===== src/rtl/pipeline_hazard_ctrl.sv =====
// Stall/flush sequencer for the ID stage: load-use and branch-operand hazards,
// redirect gating, external whole-pipeline hold and saturating perf counters.
`ifndef REG_FILE_ADDR_WIDTH
`define REG_FILE_ADDR_WIDTH 5
`endif

module pipeline_hazard_ctrl #(
    parameter int unsigned CNT_WIDTH     = 16,
    parameter int unsigned REG_IDX_WIDTH = `REG_FILE_ADDR_WIDTH
) (
    input  logic                     clk,
    input  logic                     rst,
    input  logic                     ext_hold,
    input  logic                     id_no_op,
    input  logic [REG_IDX_WIDTH-1:0] id_reg_1_idx,
    input  logic [REG_IDX_WIDTH-1:0] id_reg_2_idx,
    input  logic                     id_branch,
    input  logic                     pc_offset,
    input  logic                     pc_overload,
    input  logic                     ex_reg_write,
    input  logic                     ex_mem_read,
    input  logic [REG_IDX_WIDTH-1:0] ex_reg_dest_idx,
    input  logic                     mem_mem_read,
    input  logic [REG_IDX_WIDTH-1:0] mem_reg_dest_idx,
    output logic                     pc_stall,
    output logic                     if_id_stall,
    output logic                     id_ex_bubble,
    output logic                     if_id_flush,
    output logic                     global_hold,
    output logic                     redirect_en,
    output logic [1:0]               ctrl_state,
    output logic [CNT_WIDTH-1:0]     stall_count,
    output logic [CNT_WIDTH-1:0]     flush_count
);

    typedef enum logic [1:0] {
        RUN   = 2'd0,
        STALL = 2'd1,
        HOLD  = 2'd2
    } state_e;

    state_e               state_q, state_d;
    state_e               saved_state_q, saved_state_d;
    logic [1:0]           cnt_q, cnt_d;
    logic [1:0]           saved_cnt_q, saved_cnt_d;
    logic [CNT_WIDTH-1:0] stall_count_q, stall_count_d;
    logic [CNT_WIDTH-1:0] flush_count_q, flush_count_d;

    logic       match_ex;
    logic       match_mem;
    logic [1:0] need_n;
    logic       stall_now;
    logic       hold_act;

    // Hazard detection: number of stall cycles the ID instruction needs
    always_comb begin
        match_ex  = (ex_reg_dest_idx != '0) &&
                    ((ex_reg_dest_idx == id_reg_1_idx) || (ex_reg_dest_idx == id_reg_2_idx));
        match_mem = (mem_reg_dest_idx != '0) &&
                    ((mem_reg_dest_idx == id_reg_1_idx) || (mem_reg_dest_idx == id_reg_2_idx));
        need_n = 2'd0;
        if (!id_no_op) begin
            if (ex_mem_read && match_ex)
                need_n = id_branch ? 2'd2 : 2'd1;
            else if (ex_reg_write && match_ex && id_branch)
                need_n = 2'd1;
            else if (mem_mem_read && match_mem && id_branch)
                need_n = 2'd1;
        end
    end

    // Control outputs; forced low while reset is asserted
    always_comb begin
        stall_now    = ((state_q == RUN) && (need_n != 2'd0)) || (state_q == STALL);
        hold_act     = ext_hold || (state_q == HOLD);
        pc_stall     = 1'b0;
        if_id_stall  = 1'b0;
        id_ex_bubble = 1'b0;
        if_id_flush  = 1'b0;
        global_hold  = 1'b0;
        redirect_en  = 1'b0;
        if (!rst) begin
            if (hold_act) begin
                global_hold = 1'b1;
                pc_stall    = 1'b1;
                if_id_stall = 1'b1;
            end else begin
                pc_stall     = stall_now;
                if_id_stall  = stall_now;
                id_ex_bubble = stall_now;
                redirect_en  = (pc_offset | pc_overload) & ~stall_now;
                if_id_flush  = redirect_en;
            end
        end
    end

    // Next state; a hold snapshots the interrupted state and restores it on release
    always_comb begin
        state_d       = state_q;
        cnt_d         = cnt_q;
        saved_state_d = saved_state_q;
        saved_cnt_d   = saved_cnt_q;
        if (ext_hold) begin
            state_d = HOLD;
            if (state_q != HOLD) begin
                saved_state_d = state_q;
                saved_cnt_d   = cnt_q;
            end
        end else begin
            case (state_q)
                RUN: begin
                    if (need_n == 2'd2) begin
                        state_d = STALL;
                        cnt_d   = 2'd1;
                    end
                end
                STALL: begin
                    if (cnt_q <= 2'd1) begin
                        cnt_d   = 2'd0;
                        state_d = RUN;
                    end else begin
                        cnt_d = cnt_q - 2'd1;
                    end
                end
                HOLD: begin
                    state_d       = saved_state_q;
                    cnt_d         = saved_cnt_q;
                    saved_state_d = RUN;
                    saved_cnt_d   = 2'd0;
                end
                default: begin
                    state_d = RUN;
                    cnt_d   = 2'd0;
                end
            endcase
        end
    end

    // Saturating performance counters
    always_comb begin
        stall_count_d = stall_count_q;
        flush_count_d = flush_count_q;
        if (stall_now && !ext_hold && (stall_count_q != '1))
            stall_count_d = stall_count_q + CNT_WIDTH'(1);
        if (if_id_flush && (flush_count_q != '1))
            flush_count_d = flush_count_q + CNT_WIDTH'(1);
    end

    always_ff @(posedge clk or posedge rst) begin
        if (rst) begin
            state_q       <= RUN;
            saved_state_q <= RUN;
            cnt_q         <= 2'd0;
            saved_cnt_q   <= 2'd0;
            stall_count_q <= '0;
            flush_count_q <= '0;
        end else begin
            state_q       <= state_d;
            saved_state_q <= saved_state_d;
            cnt_q         <= cnt_d;
            saved_cnt_q   <= saved_cnt_d;
            stall_count_q <= stall_count_d;
            flush_count_q <= flush_count_d;
        end
    end

    assign ctrl_state  = state_q;
    assign stall_count = stall_count_q;
    assign flush_count = flush_count_q;

endmodule


===== config.mk =====
export PLATFORM = sky130hd
export DESIGN_NAME = pipeline_hazard_ctrl
export DESIGN_NICKNAME = d
export VERILOG_FILES = /design/src/rtl/pipeline_hazard_ctrl.sv
export SDC_FILE = /design/constraint.sdc
export NUM_CORES = 1
export LEC_CHECK = 0
export ABC_AREA = 0
export CORE_MARGIN = 3
export CORE_UTILIZATION = 42
export DETAILED_ROUTE_END_ITERATION = 8
export PLACE_DENSITY = 0.82
export RECOVER_POWER = 50
export SYNTH_ARGS = -nofsm -noshare
export SYNTH_HDL_FRONTEND = slang
export SYNTH_SLANG_ARGS = --single-unit

===== constraint.sdc =====
create_clock -name clk -period 2.4 [get_ports clk]
set_input_delay 0.48 -clock clk [delete_from_list [all_inputs] [get_ports clk]]
set_output_delay 0.48 -clock clk [all_outputs]
set_load 0.02 [all_outputs]

* Yosys cells after proc, flatten, opt, wreduce, memory -nomap -nowiden
Cells that the tools add are included.
** Word-level totals
- Output and inout port bits :: 40
- Bits of input ports :: 30
- Register bits :: 40
** Operators by class
- Bitwise logic cells :: 4
- Equality and inequality tests :: 14
- $add $sub $neg :: 3
- Magnitude comparators :: 1
- Reductions and logical operators :: 24
- Muxes and demuxes :: 24
** Operator list (count)
- $add 16x1->16 const B :: 2
- $ne 16x16->1 const B :: 2
- $mux 2 :: 12
- $eq 5x5->1 :: 4
- $pmux 2 s3 :: 2
- $logic_and 1x1->1 :: 11
- $mux 1 :: 10
- $reduce_bool 5->1 :: 2
- $ne 3x2->1 const B :: 2
- $reduce_and 2->1 :: 3
- $eq 2x2->1 const B :: 2
- $logic_or 1x1->1 :: 4
- $ne 2x1->1 const B :: 2
- $reduce_bool 2->1 :: 2
- $eq 2x1->1 const B :: 1
- $le 2x1->1 const B :: 1
- $logic_not 2->1 :: 1
- $ne 2x2->1 const B :: 1
- $not 1->1 :: 2
- $sub 2x1->2 const B :: 1
- $and 1x1->1 :: 1
- $logic_not 1->1 :: 1
- $or 1x1->1 :: 1

* Longest topological paths before layout
- Word-level depth :: 17
- Gate-level depth with buffers :: 11

* Worst setup path after synthesis
No wires, ideal clock.
- Path kind :: input -> output
- Start point :: input mem_reg_dest_idx[1]
- End point :: output redirect_en
- Setup slack :: -0.243 ns
- Path buffers :: 2
- Data arrival time :: 2.163 ns
- Cell stages on the path :: 7
- Cells stage by stage :: or4_1 > o2111ai_2 > o21ai_2 > or2_1 > buf_2 > nor2_1 > buf_4
** Between the ends
- Cells in the longest elaborated chain, start to end :: 16
** Ends and longest elaborated chain
- from (decl) :: line 24 : input logic [REG_IDX_WIDTH-1:0] mem_reg_dest_idx,
- $eq 5x5->1 :: line 60 : ((mem_reg_dest_idx == id_reg_1_idx) || (mem_reg_dest_idx == id_reg_2_idx));
- $logic_or 1x1->1 :: line 60
- $logic_and 1x1->1 (*) :: line 59 : match_mem = (mem_reg_dest_idx != '0) &&
- $logic_and 1x1->1 (*) (2 in series) :: line 67 : else if (mem_mem_read && match_mem && id_branch)
- $mux 1 (*) :: line 67
- $mux 1 (*) :: line 65 : else if (ex_reg_write && match_ex && id_branch)
- $mux 2 (*) :: line 63 : if (ex_mem_read && match_ex)
- $mux 2 (*) :: line 62 : if (!id_no_op) begin
- $reduce_bool 2->1 (*) :: line 74 : stall_now = ((state_q == RUN) && (need_n != 2'd0)) || (state_q == STALL);
- $logic_and 1x1->1 (*) :: line 74
- $logic_or 1x1->1 (*) :: line 74
- $not 1->1 (*) :: line 91 : redirect_en = (pc_offset | pc_overload) & ~stall_now;
- $and 1x1->1 (*) :: line 91
- $mux 1 (*) (2 in series)
- to (decl) :: line 30 : output logic redirect_en,
Mark *: on every way between the ends. The rest lies on a longest branch, timed or not.

* Worst setup path after layout
- Start point :: input ex_mem_read
- End point :: output if_id_stall
** Between the ends
- Cells in the longest elaborated chain, start to end :: 8
** Ends and longest elaborated chain
- from (decl) :: line 21 : input logic ex_mem_read,
- $logic_and 1x1->1 :: line 63
- $mux 2 :: line 63
- $mux 2 :: line 62
- $reduce_bool 2->1 :: line 74
- $logic_and 1x1->1 :: line 74
- $logic_or 1x1->1 :: line 74
- $mux 1 :: line 83 : if (hold_act) begin
- $mux 1 :: line 82 : if (!rst) begin
- to (decl) :: line 26 : output logic if_id_stall,
Every way passes these cells.

==> key figures <==
Floorplan
  • Core Box Area: 4910 um2
  • I/O pins: 70
  • DIE WIDTH: 78.6 um
  • Initial Util: 45.1%
  • Die span in y: 78.6 um
  • DIE AREA: 6180 um2
  • # rows: 25

Cells and area
  • Synthesis-to-finish area growth: 51.6%
  • Final #Nets: 362
  • Post-Route Utilization: 68.4%
  • Post-route insts no fill: 397
  • Layout cells sized above 1: 25.5%
  • Number of diodes: 0

Global route
  • GRT overflow: 0
  • Vias in the first global route: 2,040
  • First-pass GRT wire length: 9440 um
  • Initial antenna violation count: 0
  • Largest net degree at the start of global routing: 25
  • GRT Resource Usage Total: 19.6%

Place
  • HPWL Detailed: 4400 um
  • Placed Instances: 384
  • Final GP Congestion: 0.853
  • IO buf count: 69

Critical path
  • Crit path DAT: 1.92 ns
  • Flop2flop setup slack: 0.17 ns
  • Critical Path RT: 1.92 ns
  • Critical R2R Capture: flush_count[1]$_DFFE_PP0P_
  • Critical path peak fanout: 5
  • Worst setup SP type: input pin
  • Reg-to-Reg Start: ctrl_state[1]$_DFFE_PP0P_
  • Reg2Reg Depth: 10
  • WS Path Type: input pin to output pin
  • Worst Setup End Kind: output pin

Synthesis
  • Yosys cell types: 35
  • Synth Area per Inst: 9.80 um2
  • Area contributors post-synth: dfrtp_1, xor2_1, xnor2_1, nand3_1, nor3_1
  • Mapped Nets: 259
  • Yosys warns: 0
  • Biggest area consumer among synthesized cells: dfrtp_1
  • Cells after Synth: 226
  • Post-synth EDFFs: 0
  • Seq/Total Area, Yosys: 45.2%
  • Yosys top cell area share: 45.2%
  • Post-synth top cells: dfrtp_1, xor2_1, xnor2_1, nor2_1
  • Post-synth top flop: dfrtp_1
  • FFs w/ async S/R, synth: 100%
  • Count leader, synth: dfrtp_1
  • Synthesized area: 2220 um2
  • Post-synthesis register bit count: 40

Clock network
  • Clk_lat worst skew: 0.29 ns
  • Clock Sinks: 40
  • CTS tree: yes
  • Hold Buf Count CTS: 0
  • CTS clk-pin slew, worst paths: 0.07 ns
  • CTS Buf Count: 5
  • H-tree levels: 2
  • Root Driver: clkbuf_8
  • Clock Tree Buf Depth: 2

Power and ir drop
  • Overall power: 1.83 mW
  • Worst vdd ir: 464 uV
  • Leakage: 1.50 nW
  • Pwr dens: 545 nW/um2

Route
  • Vias: 2,016
  • Remaining antenna violation count: 0
  • Initial drt markers: 42
  • DR pass1 iterations: 4
  • Drt via density: 5.08
  • Avg WL per Cell: 15.1 um
  • Routed WL: 6000 um
  • DRC violations left: 0

STA
  • RSZ-0062 raised after global routing: true
  • Max frequency: 417 MHz
  • Final Hold Vio Count: 0
  • Hold Slack: 0.490 ns
  • Final min period: 2.40 ns
  • Slew @ Worst Pin: 1.31 ns
  • Final period utilization: 99.9%
  • Max_slew headroom: 12.5%
  • Endpoints failing setup: 0
  • Final sum of negative setup slack: 0 ns
  • Clock Skew: 0.00239 ns
  • Max-slew violations: 0

Min path
  • Launch point of the worst hold path: stall_count[11]$_DFFE_PP0P_
  • Min-Delay Path Class: flop to flop
  • Hold Path Depth: 1
  • Hold EP: stall_count[11]$_DFFE_PP0P_

Run
  • Max_cap viols: 0

Outcome
  • Outcome: finished, final reports clean
-- worst max-delay path: stages --
cell             delay (ns)
clkdlybuf4s50_1        0.50
a21oi_1                0.07
nor3_2                 0.11
nand2_1                0.09
nor2_2                 0.12
or2_4                  0.19
inv_4                  0.04
a21oi_4                0.17
buf_6                  0.14
-- stage by stage --
step | setup WS (ns) | instance area, um2
final | 0.00287 | 3360
after global routing | -0.117 | 3360
after CTS | -0.0656 | 3320
after detailed placement | -0.996 | 3190
after global placement | -0.893 | 3190
after floorplan | -0.0305 | 2240
-- power breakdown --
part	switching [mW]	internal [mW]	total (mW)
registers	0.0896	0.749	0.839
logic	0.267	0.272	0.539
clock network	0.220	0.234	0.454
-- cell usage in the layout, fill, tap and decap left out, types with 9 or more instances in the layout --
master	instances
nand2_1	13
nand3_1	14
buf_6	9
dfrtp_1	40
clkdlybuf4s50_1	31
clkbuf_2	11
inv_1	12
nor2_1	13
nor3_1	9
xor2_1	31
dlygate4sd3_1	10
o21ai_0	9
buf_4	29
xnor2_1	16
-- logic make-up (layout without fill, tap and decap cells) --
kind of cell / after synthesis / in the layout / synth area share (%)
xor gates and xnor gates: 49 / 49 / 19.4
buffers and inverters: 19 / 123 / 3.73
adders and majority gates: 3 / 3 / 1.69
DFF: 40 / 40 / 45.2
muxes: 3 / 3 / 1.52
and+or+nand+nor: 88 / 88 / 20.6
AOI/OAI and AO/OA: 24 / 24 / 7.96
-- sequential cells by signal, indices dropped and copies added (netlist names) --
signal         count
ctrl_state         2
stall_count       16
saved_state_q      2
flush_count       16
cnt_q              2
saved_cnt_q        2
-- worst max-delay path by stage --
stage | from | endpoint | slack, ns | cells past startpoint
finish | ex_mem_read | if_id_stall | 0.003 | 9
global route | ex_mem_read | if_id_stall | -0.12 | 9
CTS | mem_reg_dest_idx[4] | id_ex_bubble | -0.07 | 7
detailed placement | ex_reg_dest_idx[1] | if_id_stall | -1.0 | 9
global placement | mem_reg_dest_idx[2] | id_ex_bubble | -0.89 | 7
floorplan | mem_reg_dest_idx[1] | redirect_en | -0.03 | 7
-- timing repair --
action,CTS,global route
endpoints found under the setup margin,14,15
pin swaps,15,18
gates resized for setup,78,40
buffers inserted,4,1
hold endpoints to repair,0,0
-- layer usage --
metal  GRT usage (%)  wire [um]  part of all wire (%)  up-vias
met5               0          0                     0        -
met4            7.87        116                   1.9        0
met3            4.82        310                   5.2        9
met2            32.9       2980                    50       57
met1            24.1       2600                    43      966
li1                -          -                     -      984
-- cell type report --
type / count / area (um2)
clock buffers: 8 / 90.1
multi-input cells: 167 / 1240
fillers: 414 / 1550
well taps: 67 / 83.8
inverters: 13 / 51.3
repair buffers: 102 / 891
flip-flops and latches: 40 / 1000
Power figures use the tool's default switching activity.
